<file path="src/rtl/dl_pkg.sv">
// Shared constants and types for the HPS download sequencer: ioctl index map,
// game-select values and the sequencer state set.
package dl_pkg;

    localparam logic [7:0] IDX_ROM = 8'd0;
    localparam logic [7:0] IDX_MOD = 8'd1;
    localparam logic [7:0] IDX_DIP = 8'd254;

    typedef enum logic [7:0] {
        MOD_BWIDOW   = 8'd0,
        MOD_GRAVITAR = 8'd1,
        MOD_LUNARBAT = 8'd2,
        MOD_SPACDUEL = 8'd3
    } mod_e;

    typedef enum logic [1:0] {
        IDLE,
        LOAD_ROM,
        HOLD,
        RUN
    } state_e;

endpackage

</file>
<file path="src/rtl/hold_timer.sv">
// Loadable down-counter; done_o is high while the count sits at zero.
module hold_timer #(
    parameter int WIDTH = 11
) (
    input  logic             clk_i,
    input  logic             rst_i,
    input  logic             load_i,
    input  logic [WIDTH-1:0] load_val_i,
    input  logic             en_i,
    output logic             done_o
);

    logic [WIDTH-1:0] count_q, count_d;

    always_comb begin
        count_d = count_q;
        if (load_i) begin
            count_d = load_val_i;
        end else if (en_i && count_q != '0) begin
            count_d = count_q - 1'b1;
        end
    end

    always_ff @(posedge clk_i or posedge rst_i) begin
        if (rst_i) begin
            count_q <= '0;
        end else begin
            count_q <= count_d;
        end
    end

    assign done_o = (count_q == '0);

endmodule

</file>
<file path="src/rtl/dl_sequencer.sv">
// Routes HPS ioctl downloads to the ROM write port, mod byte and DIP bank,
// and holds the core in reset through a ROM load plus a fixed settle delay.
module dl_sequencer
    import dl_pkg::*;
#(
    parameter int ROM_BYTES   = 65536,
    parameter int HOLD_CYCLES = 1024,
    parameter int DIP_COUNT   = 8
) (
    input  logic                   clk_25,
    input  logic                   reset,
    input  logic                   ioctl_download,
    input  logic                   ioctl_wr,
    input  logic [7:0]             ioctl_index,
    input  logic [24:0]            ioctl_addr,
    input  logic [7:0]             ioctl_dout,
    output logic                   dn_wr,
    output logic [15:0]            dn_addr,
    output logic [7:0]             dn_data,
    output logic [7:0]             mod,
    output logic [8*DIP_COUNT-1:0] dips,
    output logic                   core_hold,
    output logic                   rom_loaded,
    output logic                   rom_err,
    output logic [16:0]            byte_count
);

    localparam int          DIP_AW     = (DIP_COUNT > 1) ? $clog2(DIP_COUNT) : 1;
    localparam int          TIMER_W    = $clog2(HOLD_CYCLES + 1);
    localparam logic [24:0] ROM_LIMIT  = 25'(ROM_BYTES);
    localparam logic [24:0] DIP_LIMIT  = 25'(DIP_COUNT);
    localparam logic [16:0] COUNT_FULL = 17'(ROM_BYTES);
    localparam logic [16:0] COUNT_MAX  = '1;

    state_e        state_q, state_d;
    logic [16:0]   byte_count_q, byte_count_d;
    logic          rom_err_q, rom_err_d;
    logic          rom_loaded_q, rom_loaded_d;
    logic          core_hold_q;
    logic          dn_wr_q;
    logic [15:0]   dn_addr_q;
    logic [7:0]    dn_data_q;
    logic [7:0]    mod_q;
    logic [7:0]    dips_q [DIP_COUNT];

    logic          rom_start, rom_wr, rom_ok, rom_bad, restart;
    logic          mod_wr, dip_wr;
    logic [16:0]   count_inc;
    logic          timer_load, timer_en, timer_done;

    assign rom_start = ioctl_download && (ioctl_index == IDX_ROM);
    assign restart   = rom_start && (state_q != LOAD_ROM);
    assign rom_wr    = (state_q == LOAD_ROM) && ioctl_wr && (ioctl_index == IDX_ROM);
    assign rom_ok    = rom_wr && (ioctl_addr < ROM_LIMIT);
    assign rom_bad   = rom_wr && !(ioctl_addr < ROM_LIMIT);
    assign count_inc = (byte_count_q == COUNT_MAX) ? byte_count_q : byte_count_q + 1'b1;
    assign mod_wr    = ioctl_wr && (ioctl_index == IDX_MOD) && (ioctl_addr == '0);
    assign dip_wr    = ioctl_wr && (ioctl_index == IDX_DIP) && (ioctl_addr < DIP_LIMIT);

    always_comb begin
        state_d      = state_q;
        byte_count_d = byte_count_q;
        rom_err_d    = rom_err_q;
        rom_loaded_d = rom_loaded_q;
        timer_load   = 1'b0;
        timer_en     = 1'b0;
        if (restart) begin
            state_d      = LOAD_ROM;
            byte_count_d = '0;
            rom_err_d    = 1'b0;
            rom_loaded_d = 1'b0;
        end else begin
            case (state_q)
                LOAD_ROM: begin
                    if (rom_ok) begin
                        byte_count_d = count_inc;
                    end
                    if (rom_bad) begin
                        rom_err_d = 1'b1;
                    end
                    // A byte arriving with the falling edge is counted before the size check.
                    if (!ioctl_download) begin
                        state_d    = HOLD;
                        timer_load = 1'b1;
                        if (byte_count_d != COUNT_FULL) begin
                            rom_err_d = 1'b1;
                        end
                    end
                end
                HOLD: begin
                    if (timer_done) begin
                        state_d      = RUN;
                        rom_loaded_d = !rom_err_q;
                    end else begin
                        timer_en = 1'b1;
                    end
                end
                default: ;
            endcase
        end
    end

    always_ff @(posedge clk_25 or posedge reset) begin
        if (reset) begin
            state_q      <= IDLE;
            byte_count_q <= '0;
            rom_err_q    <= 1'b0;
            rom_loaded_q <= 1'b0;
            core_hold_q  <= 1'b1;
            dn_wr_q      <= 1'b0;
            dn_addr_q    <= '0;
            dn_data_q    <= '0;
            mod_q        <= MOD_BWIDOW;
        end else begin
            state_q      <= state_d;
            byte_count_q <= byte_count_d;
            rom_err_q    <= rom_err_d;
            rom_loaded_q <= rom_loaded_d;
            core_hold_q  <= (state_d != RUN);
            dn_wr_q      <= rom_ok;
            if (rom_ok) begin
                dn_addr_q <= ioctl_addr[15:0];
                dn_data_q <= ioctl_dout;
            end
            if (mod_wr) begin
                mod_q <= ioctl_dout;
            end
        end
    end

    for (genvar gi = 0; gi < DIP_COUNT; gi++) begin : g_dip
        always_ff @(posedge clk_25 or posedge reset) begin
            if (reset) begin
                dips_q[gi] <= '0;
            end else if (dip_wr && ioctl_addr[DIP_AW-1:0] == DIP_AW'(gi)) begin
                dips_q[gi] <= ioctl_dout;
            end
        end
        assign dips[8*gi +: 8] = dips_q[gi];
    end

    hold_timer #(
        .WIDTH(TIMER_W)
    ) u_hold_timer (
        .clk_i      (clk_25),
        .rst_i      (reset),
        .load_i     (timer_load),
        .load_val_i (TIMER_W'(HOLD_CYCLES - 1)),
        .en_i       (timer_en),
        .done_o     (timer_done)
    );

    assign dn_wr      = dn_wr_q;
    assign dn_addr    = dn_addr_q;
    assign dn_data    = dn_data_q;
    assign mod        = mod_q;
    assign core_hold  = core_hold_q;
    assign rom_loaded = rom_loaded_q;
    assign rom_err    = rom_err_q;
    assign byte_count = byte_count_q;

endmodule

</file>
<file path="config.mk">
export PLATFORM = sky130hd
export DESIGN_NAME = dl_sequencer
export DESIGN_NICKNAME = d
export VERILOG_FILES = /design/src/rtl/dl_pkg.sv /design/src/rtl/hold_timer.sv /design/src/rtl/dl_sequencer.sv
export SDC_FILE = /design/constraint.sdc
export NUM_CORES = 1
export LEC_CHECK = 0
export CAP_MARGIN = 10
export CORE_UTILIZATION = 43
export DETAILED_ROUTE_END_ITERATION = 10
export MAX_ROUTING_LAYER = met4
export PLACE_DENSITY = 0.76
export SLEW_MARGIN = 30
export SYNTH_ARGS = -nofsm -noshare
export SYNTH_HDL_FRONTEND = slang
export SYNTH_SLANG_ARGS = --single-unit
</file>
<file path="constraint.sdc">
create_clock -name clk_25 -period 4.14 [get_ports clk_25]
set_input_delay 0.414 -clock clk_25 [delete_from_list [all_inputs] [get_ports clk_25]]
set_output_delay 0.414 -clock clk_25 [all_outputs]
set_load 0.005 [all_outputs]
</file>
### Word level (Yosys, flattened, before mapping)

Cells that the tools add are included.
W data, S select, Z words.

* register bits after elaboration: 130
* logic and storage cells: 94
* output and inout bits: 117

* multiplexer cells: 26
* reduce and logical (&&, ||, !) cells: 31
* $lt $le $gt $ge: 2
* add/subtract/negate cells: 2
* equality and inequality tests: 15

Operators by type and width (count)
* $mux W17: 6
* $logic_not A25 Y1: 1
* $lt A25 B17 Y1 const B: 1
* $lt A25 B4 Y1 const B: 1
* $mux W11: 2
* $logic_and A1 B1 Y1: 19
* $add A17 B1 Y17 const B: 1
* $eq A17 B17 Y1 const B: 1
* $ne A17 B17 Y1 const B: 1
* $mux W1: 14
* $eq A3 B3 Y1 const B: 4
* $logic_not A11 Y1: 1
* $reduce_bool A11 Y1: 1
* $sub A11 B1 Y11 const B: 1
* $eq A8 B1 Y1 const B: 1
* $eq A8 B8 Y1 const B: 1
* $logic_not A8 Y1: 1
* $reduce_bool A2 Y1: 4
* $eq A3 B2 Y1 const B: 2
* $mux W2: 3
* $pmux W2 S2: 1
* $eq A3 B1 Y1 const B: 1
* $logic_not A3 Y1: 1
* $eq A2 B1 Y1 const B: 1
* other kinds (5): 6

### Depth between registers and ports, before layout

* word-level depth: 12
* depth in mapped cells: 10
* mapped depth without buffers: 9

### Modules after synthesis

Synthesis repeated with hierarchy kept, for this count alone.

* cell total of the unflattened synthesis: 553
* area, all modules: 6139.6 µm²

Modules (own cells, without submodules)
* dl_sequencer: times used 1, cells an instance 474, seq. area each 2979.1 µm², area each 5447.7 µm²
* hold_timer: times used 1, cells an instance 79, seq. area each 275.3 µm², area each 691.9 µm²

### Least setup slack after synthesis

Ideal clock, no wire load.

* path type: input-to-reg
* start point: in ioctl_index[4]
* end point: reg rom_err_q (netlist: rom_err)
* stages on the path: 7
* arrival time: 2.298 ns
* setup slack: 1.708 ns
* path buffers: 0
* cell sequence: or4_4 > or3_4 > a311o_4 > nor3_2 > a21oi_1 > nor4b_2 > a31oi_1

* word-level cells in the longest chain between the ends: 11
* elaborated cells between the ends (all ways): 16

RTL lines
* start, declared: RTL line dl_sequencer.sv:14 `input logic [7:0] ioctl_index,`
* $logic_not A8 Y1 (*): RTL line dl_sequencer.sv:51, dl_sequencer.sv:53
* $logic_and A1 B1 Y1: RTL line dl_sequencer.sv:53 `assign rom_wr = (state_q == LOAD_ROM) && ioctl_wr && (ioctl_index == IDX_ROM);`
* $logic_and A1 B1 Y1: RTL line dl_sequencer.sv:54 `assign rom_ok = rom_wr && (ioctl_addr < ROM_LIMIT);`
* $mux W17: RTL line dl_sequencer.sv:75 `if (rom_ok) begin`
* $mux W17: RTL line dl_sequencer.sv:73 `case (state_q)`
* $mux W17: RTL line dl_sequencer.sv:67 `if (restart) begin`
* $ne A17 B17 Y1: RTL line dl_sequencer.sv:85 `if (byte_count_d != COUNT_FULL) begin`
* $mux W1: RTL line dl_sequencer.sv:85
* $mux W1: RTL line dl_sequencer.sv:82 `if (!ioctl_download) begin`
* $mux W1: RTL line dl_sequencer.sv:73
* $mux W1: RTL line dl_sequencer.sv:67
* end signal, assigned: RTL line dl_sequencer.sv:117 `rom_err_q <= rom_err_d;`
* end, declared: RTL line dl_sequencer.sv:37 `logic rom_err_q, rom_err_d;`

Mark *: on every way between the ends. The rest lies on a longest branch, timed or not. The select of a mux whose other input is x is not followed.
A chain may end at the register's enable or synchronous reset.

### Worst setup path after layout

* start point: reg state_q[1]
* end point: reg rom_err_q (netlist: rom_err)

* word-level cells in the longest chain between the ends: 12
* elaborated cells between the ends (all ways): 17

RTL lines
* start, declared: RTL line dl_sequencer.sv:35 `state_e state_q, state_d;`
* start signal, assigned: RTL line dl_sequencer.sv:115 `state_q <= state_d;`
* $eq A2 B1 Y1: RTL line dl_sequencer.sv:53, dl_sequencer.sv:73
* $logic_and A1 B1 Y1 (2 in series): RTL line dl_sequencer.sv:53
* $logic_and A1 B1 Y1: RTL line dl_sequencer.sv:54
* $mux W17: RTL line dl_sequencer.sv:75
* $mux W17: RTL line dl_sequencer.sv:73
* $mux W17: RTL line dl_sequencer.sv:67
* $ne A17 B17 Y1: RTL line dl_sequencer.sv:85
* $mux W1: RTL line dl_sequencer.sv:85
* $mux W1: RTL line dl_sequencer.sv:82
* $mux W1: RTL line dl_sequencer.sv:73
* $mux W1: RTL line dl_sequencer.sv:67

Parallel ways exist; a longest one is shown, timed or not. The select of a mux whose other input is x is not followed.

==> run_results.csv <==
group,metric,value,unit
cts,clock_insertion_delay_worst_skew,420,ps
worst_setup_path,critPathMaxFanout,15,
cts,hold_buffers,0,
logic_synthesis,yosys.cell_count.top_type,"sky130_fd_sc_hd__dfrtp_1",
layout,area.growth.synth_to_final,40.8,%
route,vias_per_cell,5.47,
worst_setup_path,worst-r2r-setup-slack,1140,ps
route,number_of_drc_markers_in_iteration_0,297,
logic_synthesis,synth_flop_cell,"sky130_fd_sc_hd__dfrtp_1",
power_and_ir_drop,vdd.ir_drop.worst,0.000273,V
logic_synthesis,mappedNetlistNets,522,
route,drcViolationCount,0,
power_and_ir_drop,finalPower,3.30,mW
global_route,vias_in_the_first_global_route,4723,
placed_design,placement.io_buffers,161,
logic_synthesis,synth_area_per_cell,12.4,um^2
route,number_of_detailed_route_iterations_in_the_first_pass,6,
worst_setup_path,critical_path.max_stage_delay,530,ps
route,wl_cell,18.6,um
placed_design,dpl-instance-area,7620,um^2
logic_synthesis,syn-instance-count,472,
sta,setup-tns-final,0,ps
sta,timing.final.crit_period,3000,ps
logic_synthesis,synthArstFlopShare,1.00,
worst_setup_path,worst_path_max_delay_cell,"sky130_fd_sc_hd__ha_1",
sta,max_freq,333,MHz
floorplanning,dieWidth,119,um
sta,final.setup_skew,4.55,ps
cts,cts_root_buffer,"sky130_fd_sc_hd__clkbuf_16",
layout,n_fill_cell,1047,
cts,postCtsResizedCells,0,
floorplanning,initial_util,0.442,
floorplanning,number_of_rows_in_the_core_area,42,
route,vias,4479,
cts,post-cts-setup-buffer-count,0,
sta,hold_ws,475,ps
run_status,result_of_the_run,"completed",
logic_synthesis,synth_cell_types,55,
sta,headroom_to_the_max_slew_limit,0.496,
power_and_ir_drop,power_density,401,nW/um^2
sta,hold_violations,0,
cts,clk_path_buf_depth,2,
floorplanning,core_outline_area,13200,um^2
logic_synthesis,synthesis.area,5850,um^2
power_and_ir_drop,total_leakage_power,3.67,nW
worst_setup_path,critical_path_class,"register to register",
cts,clock_tree_from_tritoncts,"yes",
route,routed_wirelength,15300,um
floorplanning,die_h,119,um
layout,design_area,8240,um^2
cts,clkTransAtPathRegs,60,ps
placed_design,final_weighted_congestion_of_routability_driven_global_placement,0.921,
worst_setup_path,worstSetupEndpointType,"register",
sta,timing_worst_slew_pin_value,749,ps
logic_synthesis,synth_top_cells_by_count,"sky130_fd_sc_hd__dfrtp_1 (129), sky130_fd_sc_hd__mux2_2 (96), sky130_fd_sc_hd__nand2_1 (27)",
cts,cts_buffers,17,
global_route,antenna_found_initial,0,
placed_design,dp_hpwl,10700,um
job,max_cap_violations,0,
sta,timing_max_transition_violations_final,0,
logic_synthesis,post-synth-top-area-fraction,0.552,
layout,antenna-diode-count,0,
cts,numClockSinks,130,
hold_path,worst_hold_path_type,"primary input to asynchronous set/reset pin",
logic_synthesis,ys_seq_area_frac,0.556,
layout,nNetsFinal,681,
sta,setup_repair_after_global_routing_missed_its_margin,"false",
global_route,grt_start_max_net_pins,78,
logic_synthesis,ys_seq_elements,130,
sta,finalSetupViolCount,0,
floorplanning,total_die_area,14100,um^2
floorplanning,io_pins,162,
global_route,grt_remaining_overflow,0,
global_route,grt_pass1_wl,25000,um
cts,ctsHtreeMaxLevel,4,
global_route,global_route.usage.total,0.241,
worst_setup_path,critical_path_arrival,3280,ps
logic_synthesis,synth-edff-count,0,
logic_synthesis,ys.warnings.count,0,
route,postRouteAntennaNets,0,
worst_setup_path,critical_path.cell_chain,"inv_1 > ha_1 > nand3b_1 > or3_4 > a311oi_4 > nand2_1 > o21ai_0 > nor4b_2 > a31oi_1",
worst_setup_path,required,4420,ps
logic_synthesis,synth_top_cell_by_area,"sky130_fd_sc_hd__dfrtp_1",
layout,final_layout_size_suffix_gt1_frac,0.232,
worst_setup_path,launching_element_type_of_the_critical_path,"register",
sta,final_min_period_over_clock_period,0.724,
logic_synthesis,yosys-top-cells-area,"sky130_fd_sc_hd__dfrtp_1 (55%), sky130_fd_sc_hd__mux2_2 (18%), sky130_fd_sc_hd__a21oi_1 (2.2%)",
==> cell families after synthesis <==
kind of cell    count (synthesis)  synth area share
simple gates                  131             0.134
compound gates                 61            0.0656
buf+inv                        34            0.0252
flops                         130             0.556
xor+xnor                       11            0.0165
mux                           100             0.192
fa+ha+maj                       5            0.0107
==> stage by stage <==
stage                util  instances  setup WS (ps)
floorplan               -        472            258
global placement    0.575        788            910
detailed placement  0.575        788            792
CTS                 0.622        819           1200
global route        0.622        819            995
finish              0.622        819           1140
==> power breakdown <==
group,switching [mW],total [mW],leakage (nW),internal (mW)
logic,0.173,0.327,1.59,0.154
clock network,0.540,1.58,0.300,1.04
registers,0.0645,1.40,1.79,1.34
total,0.777,3.30,3.67,2.53
==> worst max-delay path: cells and delay by family, from the launching register on <==
family	cells	cell delay, ps
AND/OR/NAND/NOR	4	1040
flip-flops	1	410
adder cells (fa/ha/maj)	1	530
AO/OA/AOI/OAI	3	770
buffers and inverters	1	110
==> routing by layer <==
layer  GRT usage  vias up  wire [um]
met1       0.289     2245       6290
met4      0.0934        0        280
li1            -     2031          -
met2       0.369      180       7290
met3      0.0869       23       1400
met5           -        -          0
==> registers in the layout, summed over array words and instances, names as in the netlist <==
signal	flops
dn_addr	16
u_hold_timer.count_q	11
state_q	2
rom_err	1
byte_count	17
core_hold	1
rom_loaded	1
mod	8
dn_wr	1
dips	64
dn_data	8
==> layout make-up <==
type	instances	area (um^2)	share of cell area
flip-flops and latches	130	3250	0.395
multi-input cells	308	2460	0.298
repair buffers	164	1650	0.200
clock buffers	22	464	0.0563
well taps	176	220	0.0267
clock inverters	9	155	0.0188
inverters	10	42.5	0.00516
==> cells in the final DEF, fill, tap and decap left out, types with 2 or more instances in the layout <==
cell type	netlist	layout
sky130_fd_sc_hd__a211oi_1	2	2
sky130_fd_sc_hd__a21oi_1	26	26
sky130_fd_sc_hd__a221oi_1	2	2
sky130_fd_sc_hd__a31oi_1	8	8
sky130_fd_sc_hd__and2_1	2	2
sky130_fd_sc_hd__and3_1	4	4
sky130_fd_sc_hd__and3_4	2	2
sky130_fd_sc_hd__and4_1	3	3
sky130_fd_sc_hd__buf_4	3	2
sky130_fd_sc_hd__bufinv_16	0	4
sky130_fd_sc_hd__clkbuf_1	11	3
sky130_fd_sc_hd__clkbuf_16	0	17
sky130_fd_sc_hd__clkbuf_8	0	2
sky130_fd_sc_hd__clkdlybuf4s50_1	0	161
sky130_fd_sc_hd__clkinv_2	0	2
sky130_fd_sc_hd__clkinv_4	0	2
sky130_fd_sc_hd__dfrtp_1	129	129
sky130_fd_sc_hd__ha_1	5	5
sky130_fd_sc_hd__inv_1	10	9
sky130_fd_sc_hd__mux2_2	96	96
sky130_fd_sc_hd__mux2i_1	4	4
sky130_fd_sc_hd__nand2_1	27	27
sky130_fd_sc_hd__nand2b_1	2	2
sky130_fd_sc_hd__nand3_1	18	18
sky130_fd_sc_hd__nand3b_1	4	4
sky130_fd_sc_hd__nand4_1	9	9
sky130_fd_sc_hd__nand4b_1	2	2
sky130_fd_sc_hd__nor2_1	19	18
sky130_fd_sc_hd__nor2b_1	2	2
sky130_fd_sc_hd__nor3_1	6	6
sky130_fd_sc_hd__nor3_2	4	4
sky130_fd_sc_hd__nor3b_4	2	2
sky130_fd_sc_hd__nor4_1	7	7
sky130_fd_sc_hd__nor4_2	2	2
sky130_fd_sc_hd__o21ai_0	14	14
sky130_fd_sc_hd__or2_2	2	2
sky130_fd_sc_hd__or3_1	5	5
sky130_fd_sc_hd__xnor2_1	7	7
sky130_fd_sc_hd__xor2_1	4	4
==> worst paths after layout <==
| check | endpoint | depth (start not counted) | startpoint |
|---|---|---|---|
| hold / removal | dips[36]$_DFFE_PP0P_ | 2 | reset |
| min in group clk_25 | u_hold_timer.count_q[10]$_DFFE_PP0P_ | 2 | u_hold_timer.count_q[10]$_DFFE_PP0P_ |
| setup / recovery | rom_err$_DFFE_PP0P_ | 9 | state_q[1]$_DFF_PP0_ |
| setup reg to reg | rom_err$_DFFE_PP0P_ | 9 | state_q[1]$_DFF_PP0_ |
| hold reg to reg | u_hold_timer.count_q[10]$_DFFE_PP0P_ | 2 | u_hold_timer.count_q[10]$_DFFE_PP0P_ |
| max in group asynchronous | core_hold$_DFF_PP1_ | 3 | reset |
Note: power is estimated with default switching activity, not from simulation.
